### src/rtl/ps2_pkg.sv
// Shared PS/2 definitions: transmitter state encoding, frame geometry
// constants and the odd-parity helper used when a byte is latched.
package ps2_pkg;

    typedef enum logic [2:0] {
        IDLE,
        INHIBIT,
        RTS,
        SEND,
        ACK,
        WAIT_IDLE
    } ps2_state_e;

    localparam int FRAME_BITS = 11;
    localparam int DATA_BITS  = 8;

    function automatic logic odd_parity(input logic [DATA_BITS-1:0] d);
        return ~^d;
    endfunction

endpackage

### src/rtl/ps2_host_transmitter_if.sv
// Host transmitter bundle: command handshake plus open-drain PS/2 pins.
// slave = transmitter side, master = user/pad side.
interface ps2_host_transmitter_if import ps2_pkg::*; ();

    logic                 Start;
    logic [DATA_BITS-1:0] TxData;
    logic                 Busy;
    logic                 Done;
    logic                 AckError;
    logic                 PS2ClkIn;
    logic                 PS2ClkOE;
    logic                 PS2DataIn;
    logic                 PS2DataOE;

    modport slave (
        input  Start, TxData, PS2ClkIn, PS2DataIn,
        output Busy, Done, AckError, PS2ClkOE, PS2DataOE
    );

    modport master (
        output Start, TxData, PS2ClkIn, PS2DataIn,
        input  Busy, Done, AckError, PS2ClkOE, PS2DataOE
    );

endinterface

### src/rtl/ps2_line_sync.sv
// Synchroniser for one asynchronous PS/2 line plus a falling-edge strobe.
// Ports: clk, rst (sync, active high), line (pin), level (synced), fall.
module ps2_line_sync #(
    parameter int STAGES = 2
) (
    input  logic clk,
    input  logic rst,
    input  logic line,
    output logic level,
    output logic fall
);

    logic [STAGES-1:0] sync_q;
    logic              last;

    // Idle PS/2 lines float high, so reset to 1 to avoid a false fall.
    always_ff @(posedge clk) begin
        if (rst) begin
            sync_q <= '1;
            last   <= 1'b1;
        end else begin
            sync_q <= {sync_q[STAGES-2:0], line};
            last   <= sync_q[STAGES-1];
        end
    end

    assign level = sync_q[STAGES-1];
    assign fall  = last & ~level;

endmodule

### src/rtl/ps2_host_transmitter.sv
// Host-to-device PS/2 transmitter: inhibit, RTS, 11-bit frame, ACK check.
// Ports: CLK, Reset (sync, active high), bus (slave: Start/TxData in,
// Busy/Done/AckError out, PS/2 pin levels in, pin output-enables out).
// Define PS2_TX_TIMEOUT_EN to abort a silent or stuck device.
module ps2_host_transmitter import ps2_pkg::*; #(
    parameter int INHIBIT_CYCLES = 5000,
    parameter int TIMEOUT_CYCLES = 750000,
    parameter int SYNC_STAGES    = 2
) (
    input  logic                  CLK,
    input  logic                  Reset,
    ps2_host_transmitter_if.slave bus
);

    localparam int INH_W = $clog2(INHIBIT_CYCLES + 1);

    ps2_state_e           state, state_n;
    logic [INH_W-1:0]     inh_cnt, inh_cnt_n;
    logic [3:0]           idx, idx_n, idx_inc;
    logic [DATA_BITS-1:0] tx, tx_n;
    logic                 par, par_n;
    logic                 err, err_n;
    logic                 clk_oe, clk_oe_n;
    logic                 data_oe, data_oe_n;
    logic                 done, ack_error;
    logic                 clk_lvl, clk_fall;
    logic                 data_lvl, data_fall_unused;
    logic                 timeout;

    ps2_line_sync #(.STAGES(SYNC_STAGES)) u_clk_sync (
        .clk   (CLK),
        .rst   (Reset),
        .line  (bus.PS2ClkIn),
        .level (clk_lvl),
        .fall  (clk_fall)
    );

    ps2_line_sync #(.STAGES(SYNC_STAGES)) u_data_sync (
        .clk   (CLK),
        .rst   (Reset),
        .line  (bus.PS2DataIn),
        .level (data_lvl),
        .fall  (data_fall_unused)
    );

`ifdef PS2_TX_TIMEOUT_EN
    localparam int TO_W = $clog2(TIMEOUT_CYCLES + 1);

    logic [TO_W-1:0] to_cnt;
    logic            active;

    // Runs from clock release until the transaction leaves the device phase.
    assign active  = state inside {RTS, SEND, ACK, WAIT_IDLE};
    assign timeout = active && (to_cnt == TO_W'(TIMEOUT_CYCLES));

    always_ff @(posedge CLK) begin
        if (Reset || !active) begin
            to_cnt <= '0;
        end else begin
            to_cnt <= to_cnt + TO_W'(1);
        end
    end
`else
    localparam int timeout_unused = TIMEOUT_CYCLES;

    assign timeout = 1'b0;
`endif

    assign idx_inc = (idx == 4'hF) ? idx : idx + 4'd1;

    always_ff @(posedge CLK) begin
        if (Reset) begin
            state   <= IDLE;
            inh_cnt <= '0;
            idx     <= '0;
            tx      <= '0;
            par     <= 1'b0;
            err     <= 1'b0;
            clk_oe  <= 1'b0;
            data_oe <= 1'b0;
        end else begin
            state   <= state_n;
            inh_cnt <= inh_cnt_n;
            idx     <= idx_n;
            tx      <= tx_n;
            par     <= par_n;
            err     <= err_n;
            clk_oe  <= clk_oe_n;
            data_oe <= data_oe_n;
        end
    end

    always_comb begin
        state_n   = state;
        inh_cnt_n = inh_cnt;
        idx_n     = idx;
        tx_n      = tx;
        par_n     = par;
        err_n     = err;
        clk_oe_n  = clk_oe;
        data_oe_n = data_oe;
        done      = 1'b0;
        ack_error = 1'b0;

        unique case (state)
            IDLE: begin
                clk_oe_n  = 1'b0;
                data_oe_n = 1'b0;
                if (bus.Start) begin
                    tx_n      = bus.TxData;
                    par_n     = odd_parity(bus.TxData);
                    idx_n     = '0;
                    err_n     = 1'b0;
                    inh_cnt_n = '0;
                    clk_oe_n  = 1'b1;
                    data_oe_n = (INHIBIT_CYCLES == 1);
                    state_n   = INHIBIT;
                end
            end
            INHIBIT: begin
                if (int'(inh_cnt) == INHIBIT_CYCLES - 1) begin
                    clk_oe_n  = 1'b0;
                    data_oe_n = 1'b1;
                    state_n   = RTS;
                end else begin
                    inh_cnt_n = inh_cnt + INH_W'(1);
                    // Start bit goes low only in the last inhibit cycle.
                    data_oe_n = (int'(inh_cnt) == INHIBIT_CYCLES - 2);
                end
            end
            RTS: begin
                data_oe_n = 1'b1;
                if (clk_fall) begin
                    data_oe_n = ~tx[0];
                    idx_n     = 4'd1;
                    state_n   = SEND;
                end
            end
            SEND: begin
                // idx is the frame position currently on the line.
                if (clk_fall) begin
                    idx_n = idx_inc;
                    unique case (1'b1)
                        (idx < 4'(DATA_BITS)):
                            data_oe_n = ~tx[idx[2:0]];
                        (idx == 4'(DATA_BITS)):
                            data_oe_n = ~par;
                        (idx_inc == 4'(FRAME_BITS - 1)): begin
                            data_oe_n = 1'b0;
                            state_n   = ACK;
                        end
                        default: begin
                            data_oe_n = 1'b0;
                            state_n   = ACK;
                        end
                    endcase
                end
            end
            ACK: begin
                data_oe_n = 1'b0;
                if (clk_fall) begin
                    err_n   = data_lvl;
                    state_n = WAIT_IDLE;
                end
            end
            WAIT_IDLE: begin
                if (clk_lvl && data_lvl) begin
                    done      = 1'b1;
                    ack_error = err;
                    state_n   = IDLE;
                end
            end
            default: state_n = IDLE;
        endcase

        if (timeout) begin
            done      = 1'b1;
            ack_error = 1'b1;
            clk_oe_n  = 1'b0;
            data_oe_n = 1'b0;
            state_n   = IDLE;
        end
    end

    assign bus.Busy      = (state != IDLE);
    assign bus.Done      = done;
    assign bus.AckError  = ack_error;
    assign bus.PS2ClkOE  = clk_oe;
    assign bus.PS2DataOE = data_oe;

endmodule

### src/flat_wrapper.sv
// flat-port wrapper written by rule: the top's interface ports become plain ports
module ps2_host_transmitter_flat import ps2_pkg::*;
#(
    parameter int INHIBIT_CYCLES = 5000,
    parameter int TIMEOUT_CYCLES = 750000,
    parameter int SYNC_STAGES    = 2
)
  (CLK, Reset, bus_Start, bus_TxData, bus_PS2ClkIn, bus_PS2DataIn, bus_Busy, bus_Done, bus_AckError, bus_PS2ClkOE, bus_PS2DataOE);
  ps2_host_transmitter_if bus_i ();
  input  logic CLK;
  input  logic Reset;
  input wire logic [$bits(bus_i.Start)-1:0] bus_Start;
  input wire logic [$bits(bus_i.TxData)-1:0] bus_TxData;
  input wire logic [$bits(bus_i.PS2ClkIn)-1:0] bus_PS2ClkIn;
  input wire logic [$bits(bus_i.PS2DataIn)-1:0] bus_PS2DataIn;
  output wire logic [$bits(bus_i.Busy)-1:0] bus_Busy;
  output wire logic [$bits(bus_i.Done)-1:0] bus_Done;
  output wire logic [$bits(bus_i.AckError)-1:0] bus_AckError;
  output wire logic [$bits(bus_i.PS2ClkOE)-1:0] bus_PS2ClkOE;
  output wire logic [$bits(bus_i.PS2DataOE)-1:0] bus_PS2DataOE;
  assign bus_i.Start = bus_Start;
  assign bus_i.TxData = bus_TxData;
  assign bus_i.PS2ClkIn = bus_PS2ClkIn;
  assign bus_i.PS2DataIn = bus_PS2DataIn;
  assign bus_Busy = bus_i.Busy;
  assign bus_Done = bus_i.Done;
  assign bus_AckError = bus_i.AckError;
  assign bus_PS2ClkOE = bus_i.PS2ClkOE;
  assign bus_PS2DataOE = bus_i.PS2DataOE;
  ps2_host_transmitter #(.INHIBIT_CYCLES(INHIBIT_CYCLES), .TIMEOUT_CYCLES(TIMEOUT_CYCLES), .SYNC_STAGES(SYNC_STAGES)) u_core (.CLK(CLK), .Reset(Reset), .bus(bus_i));
endmodule
### config.mk
export PLATFORM = sky130hd
export DESIGN_NAME = ps2_host_transmitter_flat
export DESIGN_NICKNAME = d
export VERILOG_FILES = /design/src/rtl/ps2_pkg.sv /design/src/rtl/ps2_host_transmitter_if.sv /design/src/rtl/ps2_line_sync.sv /design/src/rtl/ps2_host_transmitter.sv /design/src/flat_wrapper.sv
export SDC_FILE = /design/constraint.sdc
export NUM_CORES = 1
export LEC_CHECK = 0
export CAP_MARGIN = 20
export CELL_PAD_IN_SITES_DETAIL_PLACEMENT = 0
export CELL_PAD_IN_SITES_GLOBAL_PLACEMENT = 1
export CORE_UTILIZATION = 43
export DETAILED_ROUTE_END_ITERATION = 10
export PLACE_DENSITY_LB_ADDON = 0.1
export SLEW_MARGIN = 25
export SYNTH_ARGS = -nofsm -noshare
export SYNTH_HDL_FRONTEND = slang
export SYNTH_HIERARCHICAL = 1
export SYNTH_SLANG_ARGS = --single-unit
export TNS_END_PERCENT = 10
### constraint.sdc
create_clock -name CLK -period 2.2 [get_ports CLK]
set_clock_uncertainty 0.1 [all_clocks]
set_input_delay 0.55 -clock CLK [delete_from_list [all_inputs] [get_ports CLK]]
set_output_delay 0.55 -clock CLK [all_outputs]
set_load 0.1 [all_outputs]
# Yosys cells after proc, flatten, opt, wreduce, memory -nomap -nowiden

Index checks and enable logic that the tools add are counted.

$add $sub $neg: 2
Order comparisons: 2
Equality and inequality tests: 18
Multiplexer cells: 33
Bitwise gates (word level): 5
Reduce and logical (&&, ||, !) cells: 17

Operator list:

| cell                  | count |
|---|---|
| $eq 13x13->1 const B  | 2 |
| $mux 13               | 2 |
| $pmux 13 s2           | 1 |
| $mux 3                | 7 |
| $pmux 3 s6            | 1 |
| $mux 4                | 4 |
| $add 13x1->13 const B | 1 |
| $mux 1                | 12 |
| $pmux 4 s3            | 1 |
| $ne 2x1->1 const B    | 5 |
| $eq 4x4->1 const B    | 2 |
| $ne 2x2->1 const B    | 4 |
| $reduce_xnor 8->1     | 1 |
| $reduce_and 7->1      | 1 |
| $eq 3x2->1 const B    | 2 |
| $eq 3x3->1 const B    | 2 |
| $pmux 1 s2            | 3 |
| $reduce_and 2->1      | 3 |
| $reduce_and 3->1      | 2 |
| $reduce_bool 3->1     | 2 |
| $reduce_and 5->1      | 1 |
| $add 4x1->4 const B   | 1 |
| $lt 3x4->1 const B    | 1 |
| $lt 4x4->1 const B    | 1 |
| other kinds (10)      | 15 |

Register bits: 37
Input bits: 13
Output and inout port bits: 5
Logic and storage cells: 88

# Depth between registers and ports, before layout

Gate-level depths: netlist (run 1).

Depth in word-level cells: 6
Gate-level depth with buffers: 7
Gate-level depth less buffers: 6

# By module

The synthesis (run 1) kept the hierarchy.

Modules (own cells, without submodules):

| module               | instances | cells an instance | area an instance (um2) | seq. area each (um2) |
|---|---|---|---|---|
| ps2_host_transmitter | 1         | 220               | 1811.7                 | 640.6 |
| ps2_line_sync        | 2         | 7                 | 85.1                   | 60.1 |

# Least setup slack after synthesis (run 1)

No wires, ideal clock.

Path kind: register to output
From: reg u_core.state[2]
To: out bus_AckError
Data arrival time: 3.897 ns
Data required time: 1.550 ns
Slack: -2.347 ns
Stages on the path, launching flop included: 4
Path buffers: 1
Cell sequence: dfxtp_1 clkbuf_1 nor3b_1 and2_1

Longest elaborated chain between the ends: 2

RTL lines:

| item                   | line                        | RTL |
|---|---|---|
| start, declared        | ps2_host_transmitter.sv:17  | `ps2_state_e state, state_n;` |
| start signal, assigned | ps2_host_transmitter.sv:82  | `state <= state_n;` |
| $eq 3x3->1             | ps2_host_transmitter.sv:105 | `unique case (state)` |
| $mux 1                 | ps2_host_transmitter.sv:105 |  |
| end, declared          | flat_wrapper.sv:18          | `output wire logic [$bits(bus_i.AckError)-1:0] bus_AckError;` |

No other way between the ends.

# Worst setup path after layout (run 1)

From: reg u_core.state[0]
To: out bus_AckError

The elaborated chain is that of the path after synthesis.

==> metrics.txt, run 1 <==
Cell Area, Synth 1949 sq um; Setup crit end kind output pin; Hold Crit Depth 1; via count 1592; Die Area 4807 sq um; Hold Path Class flop to flop; reg2reg start u_core/u_clk_sync/sync_q[1]; n_diodes 0; max_slew headroom 0.7033; GRT overflow 0; RSZ-0062 raised after global routing false; initial DRC count 88; Worst EP arrival 1.41 ns; register cell area after layout 743.2 sq um; Cell Area, Placed 2238 sq um; Total GRT Usage 0.1878; VDD IR-drop max 0.2926 mV; worst hold start u_core/u_clk_sync/sync_q[0]; vias in the first global route 1584; Comb pwr share 0.130; FF-to-FF End u_core/idx[3]; Root Driver clkbuf_8; WS Path Type flop to output pin; startpoint types flop; # placed instances 298; yosys warns 6; DR DRC count 0; Max-cap violations 0; total wire length 4111 um; Slew @ Worst Pin 0.4442 ns; Final Net Count 271; CTS Hold Buffers Added 0; post-route insts no fill 306; Skew-Pair Late Insertion Delay 0.28 ns; RePlAce Congestion 0.7605; commonest cells after routing, fill and taps aside dfxtp_1, nand2_1, nor2_1, a21oi_1, xnor2_1; Cells after Synth 231; Crit path required time 1.55 ns; Ports 18; final setup TNS 0 ns; largest net degree at the start of global routing 25; period utilization 0.9377; Antenna Nets Post-Route 0; initial core utilization 0.4477; Register-to-Register Path Depth 6; Post-Syn Area per Cell 8.439 sq um; worst hold endpoint u_core/u_clk_sync/sync_q[1]; global-route wire length before repair 7279 um; CP max FO 8; most common cell after layout, fill and taps aside dfxtp_1; Reg power frac 0.519; Net Switching 0.0003388 W; clock sinks 37; Via density 5.203; Internal Pwr Total 0.001017 W; multi-input logic area 1142 sq um; clk buf depth 2; WL/cell 13.43 um; final setup fails 0; Fin Hold WS 0.3081 ns; Port Buffers 17; Filler cells 421; final hold vios 0; Die W 69.33 um; post-synth net total 248; synthesis-to-finish area growth 19.70%; cts bufs inserted 5; clock network power share 0.351; status finished clean; first drt pass iteration count 4; P_leak 0.8239 nW; Fmax 0.4848 GHz; CTS tree done; CTS HTree Levels 2; num rows 24; switch share 0.2500; post-route cell area 2333 sq um; post-DP HPWL 3039 um; Core Box Area 4354 sq um; PD cells 580.9 nW/um^2; initial antenna violation count 0; CTS clk-pin slew, worst paths 0.07 ns; fraction of layout cells with a size suffix above 1 0.1220; post-layout min period 2.063 ns; r2r setup slk 0.33 ns; Die Y 69.33 um; final-report max-slew violation count 0
-- registers in the layout (all words and copies together) (netlist names) --
register and flops:
u_core/u_data_sync/sync_q 2, u_core/err 1, u_core/par 1, u_core/u_clk_sync/last 1
u_core/bus.PS2DataOE 1, u_core/idx 4, u_core/state 3, u_core/u_clk_sync/sync_q 2
u_core/bus.PS2ClkOE 1, u_core/inh_cnt 13, u_core/tx 8
-- how the worst max path moves through the flow --
stage	end	start	slack (ns)	cells after the start
detailed placement	u_core/idx[3]	bus_Start	-0.007	6
global placement	u_core/idx[3]	bus_Start	0.02	6
global route	bus_AckError	u_core/state[0]	0.08	4
finish	bus_AckError	u_core/state[0]	0.14	4
floorplan	bus_AckError	u_core/state[1]	-0.36	4
CTS	bus_AckError	u_core/state[0]	0.04	4
-- final cells by class --
cell class                 instances  area share
multi-input combinational        175      0.4895
sequential                        37      0.3185
timing repair buffer              26      0.1126
clock buffer                       7     0.03700
tap                               52     0.02788
inverter                           9     0.01448
-- metal layers --
metal,global-route usage,share of wire,vias up
met4,0.04535,0.0095,0
met5,0,0,-
met3,0.04797,0.022,5
met1,0.2470,0.49,738
li1,-,-,834
met2,0.3074,0.48,15
-- power by group through the flow --
stage	clock network, W	logic (W)	registers (W)
2_1_floorplan	0	0.000106	0.000722
3_3_place_gp	0	0.000177	0.000719
3_5_place_dp	0	0.000177	0.000719
4_1_cts	0.000502	0.000178	0.000704
5_1_grt	0.000532	0.000195	0.000706
6_report	0.000476	0.000176	0.000704
-- critical path: stages, from the launching register on --
cell and delay, ns:
dfxtp_2 0.41, nand3_1 0.16, nor3b_4 0.21, and2_4 0.18, buf_12 0.16
-- repair_timing --
item,CTS,global route
endpoints found under the setup margin,1,1
pin swaps,0,1
buffers inserted,0,1
resized for setup,1,0
-- per-stage QoR --
step	power [W]	setup slack [ns]	util
floorplan	0.0008287	-0.3567	-
global placement	0.0008958	0.01992	0.5141
detailed placement	0.0008962	-0.006990	0.5141
CTS	0.001383	0.03631	0.5342
global route	0.001433	0.07789	0.5359
finish	0.001355	0.1371	0.5359
Note: power is estimated with default switching activity, not from simulation.
==> run 2, diff against run 1 <==
CORE_MARGIN = 4   (was unset)
==> run 2 against run 1 <==
Wire length is 0.27% higher. Flip-flop and latch count did not move. First-iteration DRC count is 55% higher. Via count is 1.6% higher. Hold slack better by 0.0021 ns. Global-route usage down 2.8 points. Critical endpoint unchanged.
==> metrics.txt, run 2 (synthesis results as in run 1) <==
CTS tree done; Hold Crit Depth 1; P_leak 0.8284 nW; RSZ-0062 raised after global routing false; switch share 0.2526; Setup crit end kind output pin; Antenna Nets Post-Route 0; commonest cells after routing, fill and taps aside dfxtp_1, nand2_1, nor2_1, a21oi_1, xnor2_1; Net Switching 0.0003310 W; Internal Pwr Total 0.0009794 W; initial DRC count 136; WL/cell 13.47 um; DR DRC count 0; first drt pass iteration count 4; Final Net Count 272; reg2reg start u_core/idx[1]; Fmax 0.4761 GHz; max_slew headroom 0.7020; register cell area after layout 744.5 sq um; top flop regs u_core/inh_cnt x13, u_core/tx x8, u_core/idx x4; VDD IR-drop max 0.2515 mV; initial core utilization 0.4446; # placed instances 300; post-DP HPWL 2985 um; total chip power 0.001310 W; cts bufs inserted 5; Core Box Area 4384 sq um; final-report max-slew violation count 0; fraction of layout cells with a size suffix above 1 0.1378; startpoint types flop; FF-to-FF End u_core/bus.PS2DataOE; Biggest register u_core/inh_cnt; num rows 24; most common cell after layout, fill and taps aside dfxtp_1; GRT overflow 0; Post-CTS Setup Inserts 0; n_diodes 0; RePlAce Congestion 0.7886; PD cells 560.1 nW/um^2; total wire length 4122 um; Register-to-Register Path Depth 5; worst hold start u_core/u_data_sync/sync_q[0]; global-route wire length before repair 6934 um; vias in the first global route 1449; Ports 18; via count 1618; final setup fails 0; Comb pwr share 0.137; Die Area 5675 sq um; Die Y 75.33 um; Skew-Pair Late Insertion Delay 0.28 ns; clock network power share 0.326; largest net degree at the start of global routing 25; Total GRT Usage 0.1597; clk buf depth 2; post-layout min period 2.100 ns; Hold Path Class flop to flop; status finished clean; Max-cap violations 0; worst hold endpoint u_core/u_data_sync/sync_q[1]; Slew @ Worst Pin 0.4459 ns; r2r setup slk 0.32 ns; Die W 75.33 um; CTS HTree Levels 2; Fin Hold WS 0.3102 ns; post-route insts no fill 306; CTS clk-pin slew, worst paths 0.07 ns; max reg flops 13; Via density 5.288; Worst EP arrival 1.45 ns; Filler cells 427; Root Driver clkbuf_8; final setup TNS 0 ns; Port Buffers 17; clock sinks 37; final hold vios 0; synthesis-to-finish area growth 20.03%; period utilization 0.9548; initial antenna violation count 0; CP max FO 17; Reg power frac 0.537; multi-input logic area 1152 sq um; WS Path Type flop to output pin; Crit path required time 1.55 ns
==> run 2: cell types whose count changed in the layout (fill, tap and decap cells not counted) <==
cell      previous run  this run
clkbuf_8             6         5
clkinv_2             0         1
nor3_2               2         3
nand3_1             13        12
nor3_1               2         1
buf_4               11        12
clkbuf_1             1         0
nand3_2              0         1
dfxtp_2              2         3
dfxtp_1             35        34
==> run 2: cell type report <==
cell class	instances	area share
timing repair buffer	27	0.1155
tap	52	0.02781
clock inverter	1	0.002139
sequential	37	0.3182
multi-input combinational	175	0.4925
clock buffer	5	0.02941
inverter	9	0.01444
==> run 2: power by group through the flow <==
| stage | Sequential (W) | Clock (W) | Combinational (W) |
|---|---|---|---|
| after CTS | 0.000704 | 0.000448 | 0.000180 |
| after global placement | 0.000718 | 0 | 0.000180 |
| after detailed placement | 0.000719 | 0 | 0.000179 |
| after floorplan | 0.000722 | 0 | 0.000106 |
| final | 0.000704 | 0.000427 | 0.000179 |
| after global routing | 0.000706 | 0.000477 | 0.000197 |
==> run 2: timing repair <==
action                     in CTS  in global routing
gates resized for setup         1                  3
hold endpoints to repair        0                  0
setup endpoints to repair       1                  2
pin swaps                       0                  1
hold buffers                    0                  0
gates cloned                    0                  0
==> run 2: metal layers <==
metal / up-vias / GRT usage / wire (um)
li1: 844 / - / -
met1: 728 / 0.2320 / 2122
met2: 40 / 0.2311 / 1693
met3: 6 / 0.04354 / 267
met4: 0 / 0.04660 / 39
met5: - / 0 / 0
==> run 2: how the worst max path moves through the flow <==
stage / end / start / cells past startpoint
6_report: bus_AckError / u_core/state[2] / 3
5_1_grt: bus_AckError / u_core/state[2] / 3
4_1_cts: bus_AckError / u_core/state[0] / 4
3_5_place_dp: u_core/idx[3] / bus_Start / 6
3_3_place_gp: u_core/idx[3] / bus_Start / 6
2_1_floorplan: bus_AckError / u_core/state[1] / 4
==> run 2: stage by stage <==
| stage | setup WS, ns | cell area, sq um | util |
|---|---|---|---|
| detailed placement | -0.005650 | 2253 | 0.5140 |
| global placement | 0.03170 | 2253 | 0.5140 |
| CTS | 0.04118 | 2328 | 0.5311 |
| floorplan | -0.3567 | 1984 | - |
| global route | 0.02863 | 2340 | 0.5337 |
| finish | 0.09951 | 2340 | 0.5337 |
==> run 2: worst max-delay path, cell delays in order, from the launching register on <==
cell and delay [ns]:
dfxtp_2 0.50, nor3b_4 0.30, and2_4 0.20, buf_12 0.16
==> run 3, diff against run 2 <==
ABC_AREA = 1   (was unset)
CORE_UTILIZATION = 41   (was 43)
==> run 3 against run 2 <==
Global-route usage increased by 2.3 points. Setup slack improved by 0.048 ns. Register-to-register slack improved by 0.13 ns. Utilization decreased by 3.5 points. Clock-buffer cell count increased by 3. Synthesized cell count increased by 47%. Wire length increased by 26%. Area after synthesis increased by 12%. Hold slack got worse by 0.0077 ns. Final area increased by 9.5%. Critical endpoint unchanged.
==> metrics.txt, run 3 <==
status finished clean; WS Path Type flop to output pin; total chip power 0.002699 W; Antenna Nets Post-Route 0; Buf/Inv on CP 2; met2 usage in global routing 0.2923; Hold Path Class flop to flop; post-DP HPWL 4003 um; Register-to-Register Path Depth 11; CTS HTree Levels 2; multi-input logic area 1214 sq um; largest net degree at the start of global routing 19; register cell area after layout 742.0 sq um; Max-cap violations 0; final worst slack 0.1474 ns; dpl ws 0.1425 ns; DR DRC count 0; Total GRT Usage 0.1829; Cell Area, Synth 2192 sq um; CTS tree done; Via density 4.891; r2r setup slk 0.45 ns; Fmax 0.4872 GHz; total wire length 5214 um; critical path, cell by cell inv_1 -> nand3_1 -> nor3_4 -> buf_12; Root Driver clkbuf_8; Crit path required time 1.55 ns; max reg flops 13; first drt pass iteration count 5; vias in the first global route 1963; WL/cell 12.07 um; RSZ-0062 raised after global routing false; Final Net Count 378; via count 2113; FF-to-FF End u_core/state[1]; worst hold endpoint u_core/u_data_sync/sync_q[1]; final hold vios 0; num rows 26; synthesis-to-finish area growth 16.84%; CTS Hold Buffers Added 0; post-layout min period 2.053 ns; n_diodes 0; cts bufs inserted 5; initial antenna violation count 0; CP top delay family flip-flops; Die Y 81.12 um; M1 GR Usage 0.2444; final core occ 0.4983; Port Buffers 17; Core Box Area 5140 sq um; period utilization 0.9330; post-route cell area 2561 sq um; Biggest register u_core/inh_cnt; P_leak 1.091 nW; CP max FO 6; yosys warns 6; clk buf depth 2; M3 GR Usage 0.04213; initial DRC count 130; Cell Area, Placed 2474 sq um; Die Area 6580 sq um; Setup crit end kind output pin; final-report max-slew violation count 0; GRT overflow 0; post-synth net total 356; Post-CTS Setup Inserts 0; slowest CP cell dfxtp_1; max_slew headroom 0.6795; Post-Syn Area per Cell 6.466 sq um; top flop regs u_core/inh_cnt x13, u_core/tx x8, u_core/idx x4; CTS clk-pin slew, worst paths 0.07 ns; VDD IR-drop max 1.033 mV; reg2reg start u_core/idx[1]; startpoint types flop; fraction of layout cells with a size suffix above 1 0.1133; Worst EP arrival 1.40 ns; worst hold start u_core/u_data_sync/sync_q[0]; Die W 81.12 um; Hold Crit Depth 2; Skew-Pair Late Insertion Delay 0.29 ns; PD cells 1054 nW/um^2; most common cell after layout, fill and taps aside nand2_1; busiest grt layer met2; final setup fails 0; Ports 18; Slew @ Worst Pin 0.4771 ns; global-route wire length before repair 9197 um; commonest cells after routing, fill and taps aside nand2_1, nor2_1, inv_1, nand3_1, dfxtp_1; crit-path max cell delay 0.40 ns; Cells after Synth 339; clock sinks 37; initial core utilization 0.4265; Filler cells 583; RePlAce Congestion 0.8165
run 3: changes by cell type in the layout (fill, tap and decap cells not counted), moves of 7 or more:
| cell | delta |
|---|---|
| xnor2_1 | -10 |
| inv_1 | +37 |
| nand2_1 | +40 |
| nor2_1 | +27 |
| nand3_1 | +24 |
| o21ai_0 | +14 |
| nor2b_1 | -7 |
run 3: repair_timing:
action / in CTS / in global routing
setup endpoints to repair: 0 / 1
gates resized for setup: 0 / 2
endpoints found under the hold margin: 0 / 0
run 3: layout make-up:
class	count	share of cell area
well taps	70	0.03420
repair buffers	23	0.09380
flip-flops and latches	37	0.2897
clock buffers	8	0.03127
multi-input cells	242	0.4739
inverters	52	0.07719
run 3: power breakdown:
part           total, W  internal (W)  leakage, nW  switching, W
Sequential     0.000883      0.000779        0.303      0.000103
Combinational   0.00136      0.000415        0.749      0.000946
Clock          0.000456      0.000225       0.0395      0.000230
Total           0.00270       0.00142         1.09       0.00128
run 3: stage by stage:
stage / setup TNS [ns] / hold slack, ns / cells
2_1_floorplan: -0.2306 / 0.2795 / 339
3_3_place_gp: 0 / 0.2923 / 424
3_5_place_dp: 0 / 0.2928 / 424
4_1_cts: 0 / 0.3089 / 432
5_1_grt: 0 / 0.3271 / 432
6_report: 0 / 0.3026 / 432
run 3: metal layers:
metal,routed length (um),part of all wire
met1,2650,0.51
met2,2312,0.44
met3,195,0.037
met4,55,0.011
met5,0,0
run 3: worst reg2reg max path, stage by stage, from the launching register on:
cell	delay [ns]
dfxtp_1	0.44
inv_1	0.11
ha_1	0.21
inv_1	0.05
o21ai_0	0.07
nand2_1	0.12
nand2_1	0.10
a21oi_2	0.20
inv_2	0.05
nor2_2	0.10
nor2_1	0.05
nor2_1	0.11
run 3: how the worst max path moves through the flow:
stage,startpoint,to,depth (start not counted)
2_1_floorplan,u_core/state[1],bus_AckError,3
3_3_place_gp,bus_Start,u_core/inh_cnt[2],8
3_5_place_dp,bus_Start,u_core/inh_cnt[2],8
4_1_cts,u_core/state[0],bus_AckError,3
5_1_grt,u_core/state[1],bus_AckError,4
6_report,u_core/state[1],bus_AckError,4
